**config.mk**
```make
export PLATFORM = sky130hd
export DESIGN_NAME = fetch_controller
export DESIGN_NICKNAME = d
export VERILOG_FILES = /design/src/rtl/fetch_pkg.sv /design/src/rtl/pc_npc_reg.sv /design/src/rtl/fetch_controller.sv
export SDC_FILE = /design/constraint.sdc
export NUM_CORES = 1
export LEC_CHECK = 0
export ABC_AREA = 0
export ABC_CLOCK_PERIOD_IN_PS = 2510
export CAP_MARGIN = 20
export CORE_MARGIN = 5
export CORE_UTILIZATION = 38
export CTS_CLUSTER_DIAMETER = 150
export DETAILED_ROUTE_END_ITERATION = 7
export HOLD_SLACK_MARGIN = 0.12
export PLACE_DENSITY = 0.71
export SLEW_MARGIN = 20
export SYNTH_ARGS = -nofsm -noshare
export SYNTH_HDL_FRONTEND = slang
export SYNTH_HIERARCHICAL = 1
export SYNTH_SLANG_ARGS = --single-unit
```
**constraint.sdc**
```tcl
create_clock -name clk -period 2.51 [get_ports clk]
set_input_delay 0.251 -clock clk [delete_from_list [all_inputs] [get_ports clk]]
set_output_delay 0.251 -clock clk [all_outputs]
set_load 0.01 [all_outputs]
```
**src/rtl/fetch_pkg.sv**
```systemverilog
// Shared types and constants for the instruction fetch controller.
package fetch_pkg;

    localparam int unsigned ADDR_W      = 9;
    localparam int unsigned DATA_W      = 32;
    localparam int unsigned INSTR_BYTES = 4;
    localparam int unsigned RESET_PC    = 0;

    typedef enum logic [1:0] {FETCH, DBG, ERROR} fetch_state_e;

endpackage

```
**src/rtl/pc_npc_reg.sv**
```systemverilog
// SPARC PC/nPC pair: hold, advance with delayed-branch redirect, modulo-2^ADDR_W increment.
module pc_npc_reg #(
    parameter int unsigned ADDR_W   = fetch_pkg::ADDR_W,
    parameter int unsigned RESET_PC = fetch_pkg::RESET_PC
) (
    input  logic              clk,
    input  logic              reset,
    input  logic              advance,
    input  logic              redirect_valid,
    input  logic [ADDR_W-1:0] redirect_addr,
    output logic [ADDR_W-1:0] pc,
    output logic [ADDR_W-1:0] npc
);
    import fetch_pkg::*;

    localparam logic [ADDR_W-1:0] PcInit = ADDR_W'(RESET_PC);
    localparam logic [ADDR_W-1:0] Step   = ADDR_W'(INSTR_BYTES);

    logic [ADDR_W-1:0] pc_q, pc_d, npc_q, npc_d;

    // The redirect lands in nPC, so the instruction already at nPC is the delay slot.
    always_comb begin
        pc_d  = pc_q;
        npc_d = npc_q;
        if (advance) begin
            pc_d  = npc_q;
            npc_d = redirect_valid ? redirect_addr : npc_q + Step;
        end
    end

    always_ff @(posedge clk or posedge reset) begin
        if (reset) begin
            pc_q  <= PcInit;
            npc_q <= PcInit + Step;
        end else begin
            pc_q  <= pc_d;
            npc_q <= npc_d;
        end
    end

    assign pc  = pc_q;
    assign npc = npc_q;

endmodule

```
**src/rtl/fetch_controller.sv**
```systemverilog
// Instruction fetch sequencer sharing the ROM port with a debug reader.
// Optional counters fetch_count/dbg_forced_count are built when FETCH_PERF_EN is defined.
module fetch_controller #(
    parameter int unsigned ADDR_W     = fetch_pkg::ADDR_W,
    parameter int unsigned DATA_W     = fetch_pkg::DATA_W,
    parameter int unsigned RESET_PC   = fetch_pkg::RESET_PC,
    parameter int unsigned STARVE_MAX = 8
) (
    input  logic              clk,
    input  logic              reset,
    input  logic              stall,
    input  logic              redirect_valid,
    input  logic [ADDR_W-1:0] redirect_addr,
    input  logic              dbg_req,
    input  logic [ADDR_W-1:0] dbg_addr,
    output logic [ADDR_W-1:0] rom_addr,
    input  logic [DATA_W-1:0] rom_data,
    output logic [DATA_W-1:0] instr_out,
    output logic [ADDR_W-1:0] instr_pc,
    output logic              instr_valid,
    output logic              dbg_valid,
    output logic [DATA_W-1:0] dbg_data,
`ifdef FETCH_PERF_EN
    output logic [31:0]       fetch_count,
    output logic [15:0]       dbg_forced_count,
`endif
    output logic              align_err
);
    import fetch_pkg::*;

    localparam logic [3:0] StarveMax = 4'(STARVE_MAX);

    fetch_state_e      state_q, state_d;
    logic [3:0]        starve_q, starve_d;
    logic [DATA_W-1:0] instr_out_q, instr_out_d, dbg_data_q, dbg_data_d;
    logic [ADDR_W-1:0] instr_pc_q, instr_pc_d;
    logic              instr_valid_q, instr_valid_d;
    logic              dbg_valid_q, dbg_valid_d;
    logic              align_q, align_d;

    logic [ADDR_W-1:0] pc, npc;
    logic              pc_mis, dbg_mis, grant, advance;

    assign pc_mis  = (pc[1:0] != 2'b00);
    assign dbg_mis = (dbg_addr[1:0] != 2'b00);
    assign grant   = (state_q == FETCH) && !pc_mis && dbg_req &&
                     (stall || (starve_q == StarveMax));
    assign advance = (state_q == FETCH) && !pc_mis && !stall;

    pc_npc_reg #(
        .ADDR_W   (ADDR_W),
        .RESET_PC (RESET_PC)
    ) u_pc_npc_reg (
        .clk            (clk),
        .reset          (reset),
        .advance        (advance),
        .redirect_valid (redirect_valid),
        .redirect_addr  (redirect_addr),
        .pc             (pc),
        .npc            (npc)
    );

    always_comb begin
        state_d       = state_q;
        starve_d      = '0;
        rom_addr      = pc;
        instr_out_d   = instr_out_q;
        instr_pc_d    = instr_pc_q;
        instr_valid_d = instr_valid_q;
        dbg_valid_d   = 1'b0;
        dbg_data_d    = dbg_data_q;
        align_d       = align_q;
        unique case (state_q)
            FETCH: begin
                if (pc_mis) begin
                    align_d       = 1'b1;
                    instr_valid_d = 1'b0;
                    state_d       = ERROR;
                end else begin
                    // A forced grant with stall=0 still fetches this cycle; the bubble is the DBG cycle.
                    if (!stall) begin
                        instr_out_d   = rom_data;
                        instr_pc_d    = pc;
                        instr_valid_d = 1'b1;
                    end
                    if (grant) begin
                        state_d = DBG;
                    end else if (dbg_req) begin
                        starve_d = (starve_q == StarveMax) ? starve_q : starve_q + 4'd1;
                    end
                end
            end
            DBG: begin
                rom_addr = dbg_addr;
                if (!stall) instr_valid_d = 1'b0;
                if (dbg_mis) begin
                    align_d       = 1'b1;
                    instr_valid_d = 1'b0;
                    state_d       = ERROR;
                end else begin
                    dbg_valid_d = 1'b1;
                    dbg_data_d  = rom_data;
                    state_d     = FETCH;
                end
            end
            ERROR: begin
                instr_valid_d = 1'b0;
            end
            default: begin
                state_d = FETCH;
            end
        endcase
    end

    always_ff @(posedge clk or posedge reset) begin
        if (reset) begin
            state_q       <= FETCH;
            starve_q      <= '0;
            instr_out_q   <= '0;
            instr_pc_q    <= '0;
            instr_valid_q <= 1'b0;
            dbg_valid_q   <= 1'b0;
            dbg_data_q    <= '0;
            align_q       <= 1'b0;
        end else begin
            state_q       <= state_d;
            starve_q      <= starve_d;
            instr_out_q   <= instr_out_d;
            instr_pc_q    <= instr_pc_d;
            instr_valid_q <= instr_valid_d;
            dbg_valid_q   <= dbg_valid_d;
            dbg_data_q    <= dbg_data_d;
            align_q       <= align_d;
        end
    end

    assign instr_out   = instr_out_q;
    assign instr_pc    = instr_pc_q;
    assign instr_valid = instr_valid_q;
    assign dbg_valid   = dbg_valid_q;
    assign dbg_data    = dbg_data_q;
    assign align_err   = align_q;

`ifdef FETCH_PERF_EN
    logic [31:0] fetch_count_q;
    logic [15:0] forced_q;

    always_ff @(posedge clk or posedge reset) begin
        if (reset) begin
            fetch_count_q <= '0;
            forced_q      <= '0;
        end else begin
            if (advance) fetch_count_q <= fetch_count_q + 32'd1;
            if (grant && !stall) forced_q <= forced_q + 16'd1;
        end
    end

    assign fetch_count      = fetch_count_q;
    assign dbg_forced_count = forced_q;
`endif

endmodule
```
# Yosys cells after proc, flatten, opt, wreduce, memory -nomap -nowiden
# Index checks and enable logic that the tools add are counted.
# W data, S select, Z words.
[classes]
div = 0
n_addsub = 2
reduce_logical = 17
mux = 21
n_bitwise = 4
eq_ne = 9
order_cmp = 0
multipliers = 0
shift = 0
[ops]
columns = ["cell", "count"]
rows = [
  ["$mux W4", 5],
  ["$mux W9", 2],
  ["$add A9 B3 Y9 const B", 1],
  ["$ne A3 B3 Y1 const B", 3],
  ["$reduce_and A3 Y1", 3],
  ["$mux W1", 8],
  ["$mux W2", 3],
  ["$pmux W2 S3", 1],
  ["$reduce_bool A2 Y1", 3],
  ["$ne A5 B5 Y1 const B", 1],
  ["$add A4 B1 Y4 const B", 1],
  ["$eq A4 B4 Y1 const B", 1],
  ["$logic_and A1 B1 Y1", 4],
  ["$ne A2 B2 Y1 const B", 2],
  ["$not A1 Y1", 4],
  ["$reduce_and A2 Y1", 2],
  ["$pmux W1 S3", 1],
  ["$reduce_bool A3 Y1", 1],
  ["$eq A2 B1 Y1 const B", 1],
  ["$eq A2 B2 Y1 const B", 1],
  ["$logic_not A1 Y1", 2],
  ["$logic_not A2 Y1", 1],
  ["$pmux W1 S2", 1],
  ["$logic_or A1 B1 Y1", 1],
]
[word_totals]
n_memories = 0
elab_cells = 63
in_bits = 55
romBits = 0
ff_bits = 100
latchBits = 0
mem_bits_rw = 0

# Longest topological paths before layout
[depth]
ltp_word = 8
depth_mapped = 8
ltp_nobuf = 6

# Cells and area by module
# The synthesis kept the hierarchy.
[modules_own_cells]
columns = ["module", "area_per_inst_um2", "n_inst", "seq_area_each_um2", "cells_each"]
rows = [
  ["fetch_controller", 3342.0, 1, 2052.0, 212],
  ["pc_npc_reg", 838.3, 1, 451.7, 73],
]

# Worst setup path after synthesis
# OpenSTA, ideal clock, no wires.
[synth_path]
path_type = "register -> register"
from = "register state_q[0]"
to = "register u_pc_npc_reg.pc_q[0] (netlist: u_pc_npc_reg/pc[0])"
path_slack_ps = 465
synth_period_minus_slack_ps = 2045
setup_ps = 125
path_stages_with_launch = 7
path_buffers = 2
arrival_time_ps = 1921
path_cell_list = "dfrtp_1 > inv_1 > ha_1 > nor4b_4 > buf_6 > buf_2 > mux2_2"
[synth_via]
elab_chain_len = 3
[synth_lines]
columns = ["item", "line", "source"]
rows = [
  ["start: declaration", "fetch_controller.sv:33", "fetch_state_e state_q, state_d;"],
  ["start signal: assignment", "fetch_controller.sv:126", "state_q <= state_d;"],
  ["$logic_not A2 Y1", "fetch_controller.sv:48", "assign advance = (state_q == FETCH) && !pc_mis && !stall;"],
  ["$logic_and A1 B1 Y1 (2 in a row)", "fetch_controller.sv:48", ""],
  ["via advance", "fetch_controller.sv:42", "logic pc_mis, dbg_mis, grant, advance;"],
  ["end signal: assignment", "pc_npc_reg.sv:33", "pc_q <= PcInit;"],
  ["end signal: assignment", "pc_npc_reg.sv:36", "pc_q <= pc_d;"],
  ["end: declaration", "pc_npc_reg.sv:19", "logic [ADDR_W-1:0] pc_q, pc_d, npc_q, npc_d;"],
]
# The timed path passes the listed nets, and every way through them passes these cells.
# A chain may end at the register's enable or synchronous reset.

# Final worst setup path
[layout_path]
from = "register state_q[1]"
to = "output rom_addr[0]"
[layout_via]
elab_chain_len = 2
[layout_lines]
columns = ["item", "line", "source"]
rows = [
  ["$eq A2 B1 Y1", "fetch_controller.sv:73", "unique case (state_q)"],
  ["$mux W9", "fetch_controller.sv:73", ""],
  ["end: declaration", "fetch_controller.sv:16", "output logic [ADDR_W-1:0] rom_addr,"],
]
# No other way between the ends.

==> flow_summary.json <==
{
  "leakagePower_nw": 2.73,
  "grt_max_degree": 54,
  "post_drt_wl_per_cell_um": 16.4,
  "antenna_found_initial": 0,
  "r2r_slack_ns": 0.41,
  "clock.fmax_mhz": 431,
  "die_x_um": 115,
  "clk_pin_slew_worst_paths_ns": 0.10,
  "finalCritPeriodShare_pct": 92.4,
  "syn_avg_cell_area_sq_um": 14.7,
  "drtPass1Iterations": 4,
  "overflow": 0,
  "ctsHtreeMaxLevel": 3,
  "port_buffers": 139,
  "worstMarginPinSlew_ns": 0.679,
  "final-seq-area_sq_mm": 0.00250,
  "grt_pass1_wl_mm": 15.3,
  "cts-root-buf": "clkbuf_8",
  "syn_to_final_growth_pct": 42.2,
  "dpl_cell_area_sq_mm": 0.00574,
  "cts_repair_resize_count": 1,
  "worstPathArrival_ns": 2.07,
  "max-slew-margin-rel_pct": 54.7,
  "coreArea_sq_mm": 0.0108,
  "fp.dieArea_sq_mm": 0.0132,
  "multi_input_comb_area_sq_mm": 0.00155,
  "ant_nets": 0,
  "clock_sinks": 100,
  "initialDrtViolationCount": 100,
  "grt_pass1_vias": 3011,
  "cts-buffers-inserted": 9,
  "hpwl_mm": 7.02,
  "fill_cells": 936,
  "drt-total-wl_mm": 9.43,
  "cts_tree": "built",
  "cap_violations": 0,
  "via_per_inst": 4.91,
  "slew_violations": 0,
  "setup_viol": 0,
  "required_ns": 2.26,
  "ctsHoldBuffers": 0,
  "rsz0062_at_grt": "false",
  "syn-cell-area_sq_mm": 0.00418,
  "synth_cell_types": 38,
  "tns_ns": 0,
  "postCtsSetupBuffers": 0,
  "track_usage_pct": 14.4,
  "rows": 38,
  "via_count": 2825,
  "drc": 0,
  "yosys_warnings": 6,
  "layout.nets": 491,
  "pin_count": 140,
  "finalClockSkew_ns": 0.0188,
  "regToRegEndpoint": "u_pc_npc_reg/npc[7]",
  "cp-end-kind": "output pin",
  "pwr_density_cell_mw_per_mm2": 467,
  "dieHeight_um": 115,
  "r2r-start": "state_q[0]",
  "syn-instance-count": 285,
  "drive_gt1_share_pct": 29.0,
  "reg2regPathDepth": 7,
  "syn-num-nets": 346,
  "path_class": "flip-flop to output pin",
  "initial_core_util_pct": 38.7,
  "critPathLaunchType": "flip-flop",
  "status": "complete, no violations",
  "postLayoutCellArea_sq_mm": 0.00594,
  "clk_latency_ns": 0.36,
  "ys_seq_elements": 100,
  "worstPathMaxFanout": 13,
  "min_period_ns": 2.32,
  "cts.path.max_buffers": 2,
  "finalHoldViolCount": 0,
  "diodes": 0,
  "hp-class": "input port to async pin",
  "gp_congestion": 0.727,
  "vdd_ir_drop_max_v": 0.000290,
  "seq_area_frac_synth_pct": 59.9
}
[synth_stat cells]
| library cell | count | area, sq um |
|---|---|---|
| inv_1 | 11 | 41.3 |
| nor2_1 | 10 | 37.5 |
| nor4b_4 | 1 | 23.8 |
| dfrtp_1 | 99 | 2480 |
| o21ai_0 | 2 | 10.0 |
| a31o_2 | 2 | 17.5 |
| nand2_1 | 5 | 18.8 |
| buf_6 | 5 | 56.3 |
| o31ai_1 | 1 | 7.51 |
| nor4b_1 | 1 | 8.76 |
| mux2_2 | 93 | 1050 |
| nand3_1 | 3 | 15.0 |
| nand3_4 | 1 | 17.5 |
| nor3b_2 | 1 | 12.5 |
| xor2_1 | 1 | 8.76 |
| xnor2_1 | 1 | 8.76 |
| o211ai_1 | 1 | 7.51 |
| clkbuf_1 | 1 | 3.75 |
| a211oi_1 | 1 | 7.51 |
| o41ai_1 | 1 | 8.76 |
| nand2b_1 | 2 | 12.5 |
| a21oi_1 | 8 | 40.0 |
| nor3_1 | 3 | 15.0 |
| a221oi_1 | 1 | 8.76 |
| a221oi_2 | 1 | 15.0 |
| and2b_2 | 2 | 17.5 |
| nand4_1 | 2 | 12.5 |
| nand3b_1 | 2 | 15.0 |
| ha_1 | 6 | 75.1 |
| dfstp_2 | 1 | 26.3 |
| o21ai_1 | 1 | 5.00 |
| o21a_1 | 1 | 7.51 |
| buf_2 | 6 | 30.0 |
| o22ai_1 | 2 | 12.5 |
| o22a_1 | 1 | 8.76 |
| mux2i_1 | 1 | 10.0 |
| nor3b_1 | 2 | 15.0 |
| a22o_1 | 2 | 17.5 |
[worst max-delay path, stage by stage (launching register included)]
cell and delay, ns:
dfrtp_1 0.40, inv_1 0.09, ha_2 0.38, mux2_2 0.37, clkdlybuf4s50_1 0.49
[cell families after synthesis]
group / share of synthesized area, %
and+or+nand+nor: 5.30
AOI/OAI and AO/OA: 4.16
buffers and inverters: 3.14
DFF: 59.9
xor gates and xnor gates: 0.419
adders and majority gates: 1.80
muxes: 25.3
[layout by cell type, fill, tap and decap left out, types with 2 or more instances in the layout]
cell / instances
clkdlybuf4s50_1: 139
dfrtp_1: 99
mux2_2: 93
nor2_1: 10
inv_1: 10
clkbuf_8: 9
a21oi_1: 8
nand2_1: 5
ha_1: 5
buf_4: 5
nor3_1: 3
nand3_1: 3
nor3b_1: 2
nand3b_1: 2
o21ai_0: 2
and2b_2: 2
clkinvlp_4: 2
inv_6: 2
buf_12: 2
a22o_1: 2
o22ai_1: 2
a31o_2: 2
nand2b_1: 2
nand4_1: 2
[registers in the layout (all words and copies together) (netlist names)]
| name | count |
|---|---|
| starve_q | 4 |
| instr_out | 32 |
| u_pc_npc_reg/npc | 9 |
| dbg_data | 32 |
| instr_pc | 9 |
| dbg_valid | 1 |
| align_err | 1 |
| u_pc_npc_reg/pc | 9 |
| state_q | 2 |
| instr_valid | 1 |
[per-layer routing]
metal  up-vias  GRT usage, %  routed length [um]  part of all wire, %
li1       1301             -                   -                    -
met1      1419          17.6                3900                   41
met5         -             0                   0                    0
met3         7          4.00                 668                  7.1
met2        98          25.1                4800                   51
met4         0          4.07                  61                 0.65
[power by group]
group	internal, mW	leakage [nW]	switching, mW
Sequential	1.61	1.38	0
Clock	0.471	0.0935	0.551
Combinational	0.0831	1.26	0.0605
Total	2.16	2.73	0.611
[worst max path at each step]
stage,slack (ns),end,depth (start not counted),from
after floorplan,0.15,align_err,1,reset
after global placement,0.41,rom_addr[4],4,state_q[1]
after detailed placement,0.37,rom_addr[0],4,state_q[1]
after CTS,0.16,rom_addr[4],4,state_q[1]
after global routing,0.08,rom_addr[5],4,state_q[1]
final,0.19,rom_addr[0],4,state_q[1]
[layout make-up]
type                            instances  area share (%)
Multi-Input combinational cell        162            26.1
Inverter                               11           0.716
Clock buffer                           10            2.15
Clock inverter                          6            1.20
Tap cell                              140            2.95
Timing Repair Buffer                  146            24.7
Sequential cell                       100            42.1
[metrics by stage]
| stage | utilization (%) | instances | hold slack, ns | power [mW] | setup WS (ns) |
|---|---|---|---|---|---|
| 2_1_floorplan | - | 285 | 0.189 | 1.68 | 0.151 |
| 3_3_place_gp | 53.2 | 559 | 0.463 | 1.79 | 0.412 |
| 3_5_place_dp | 53.2 | 559 | 0.474 | 1.79 | 0.368 |
| 4_1_cts | 55.1 | 575 | 0.299 | 2.82 | 0.159 |
| 5_1_grt | 55.1 | 575 | 0.339 | 2.89 | 0.0785 |
| 6_report | 55.1 | 575 | 0.295 | 2.77 | 0.192 |
No activity file was read; power rests on OpenSTA's default activity.
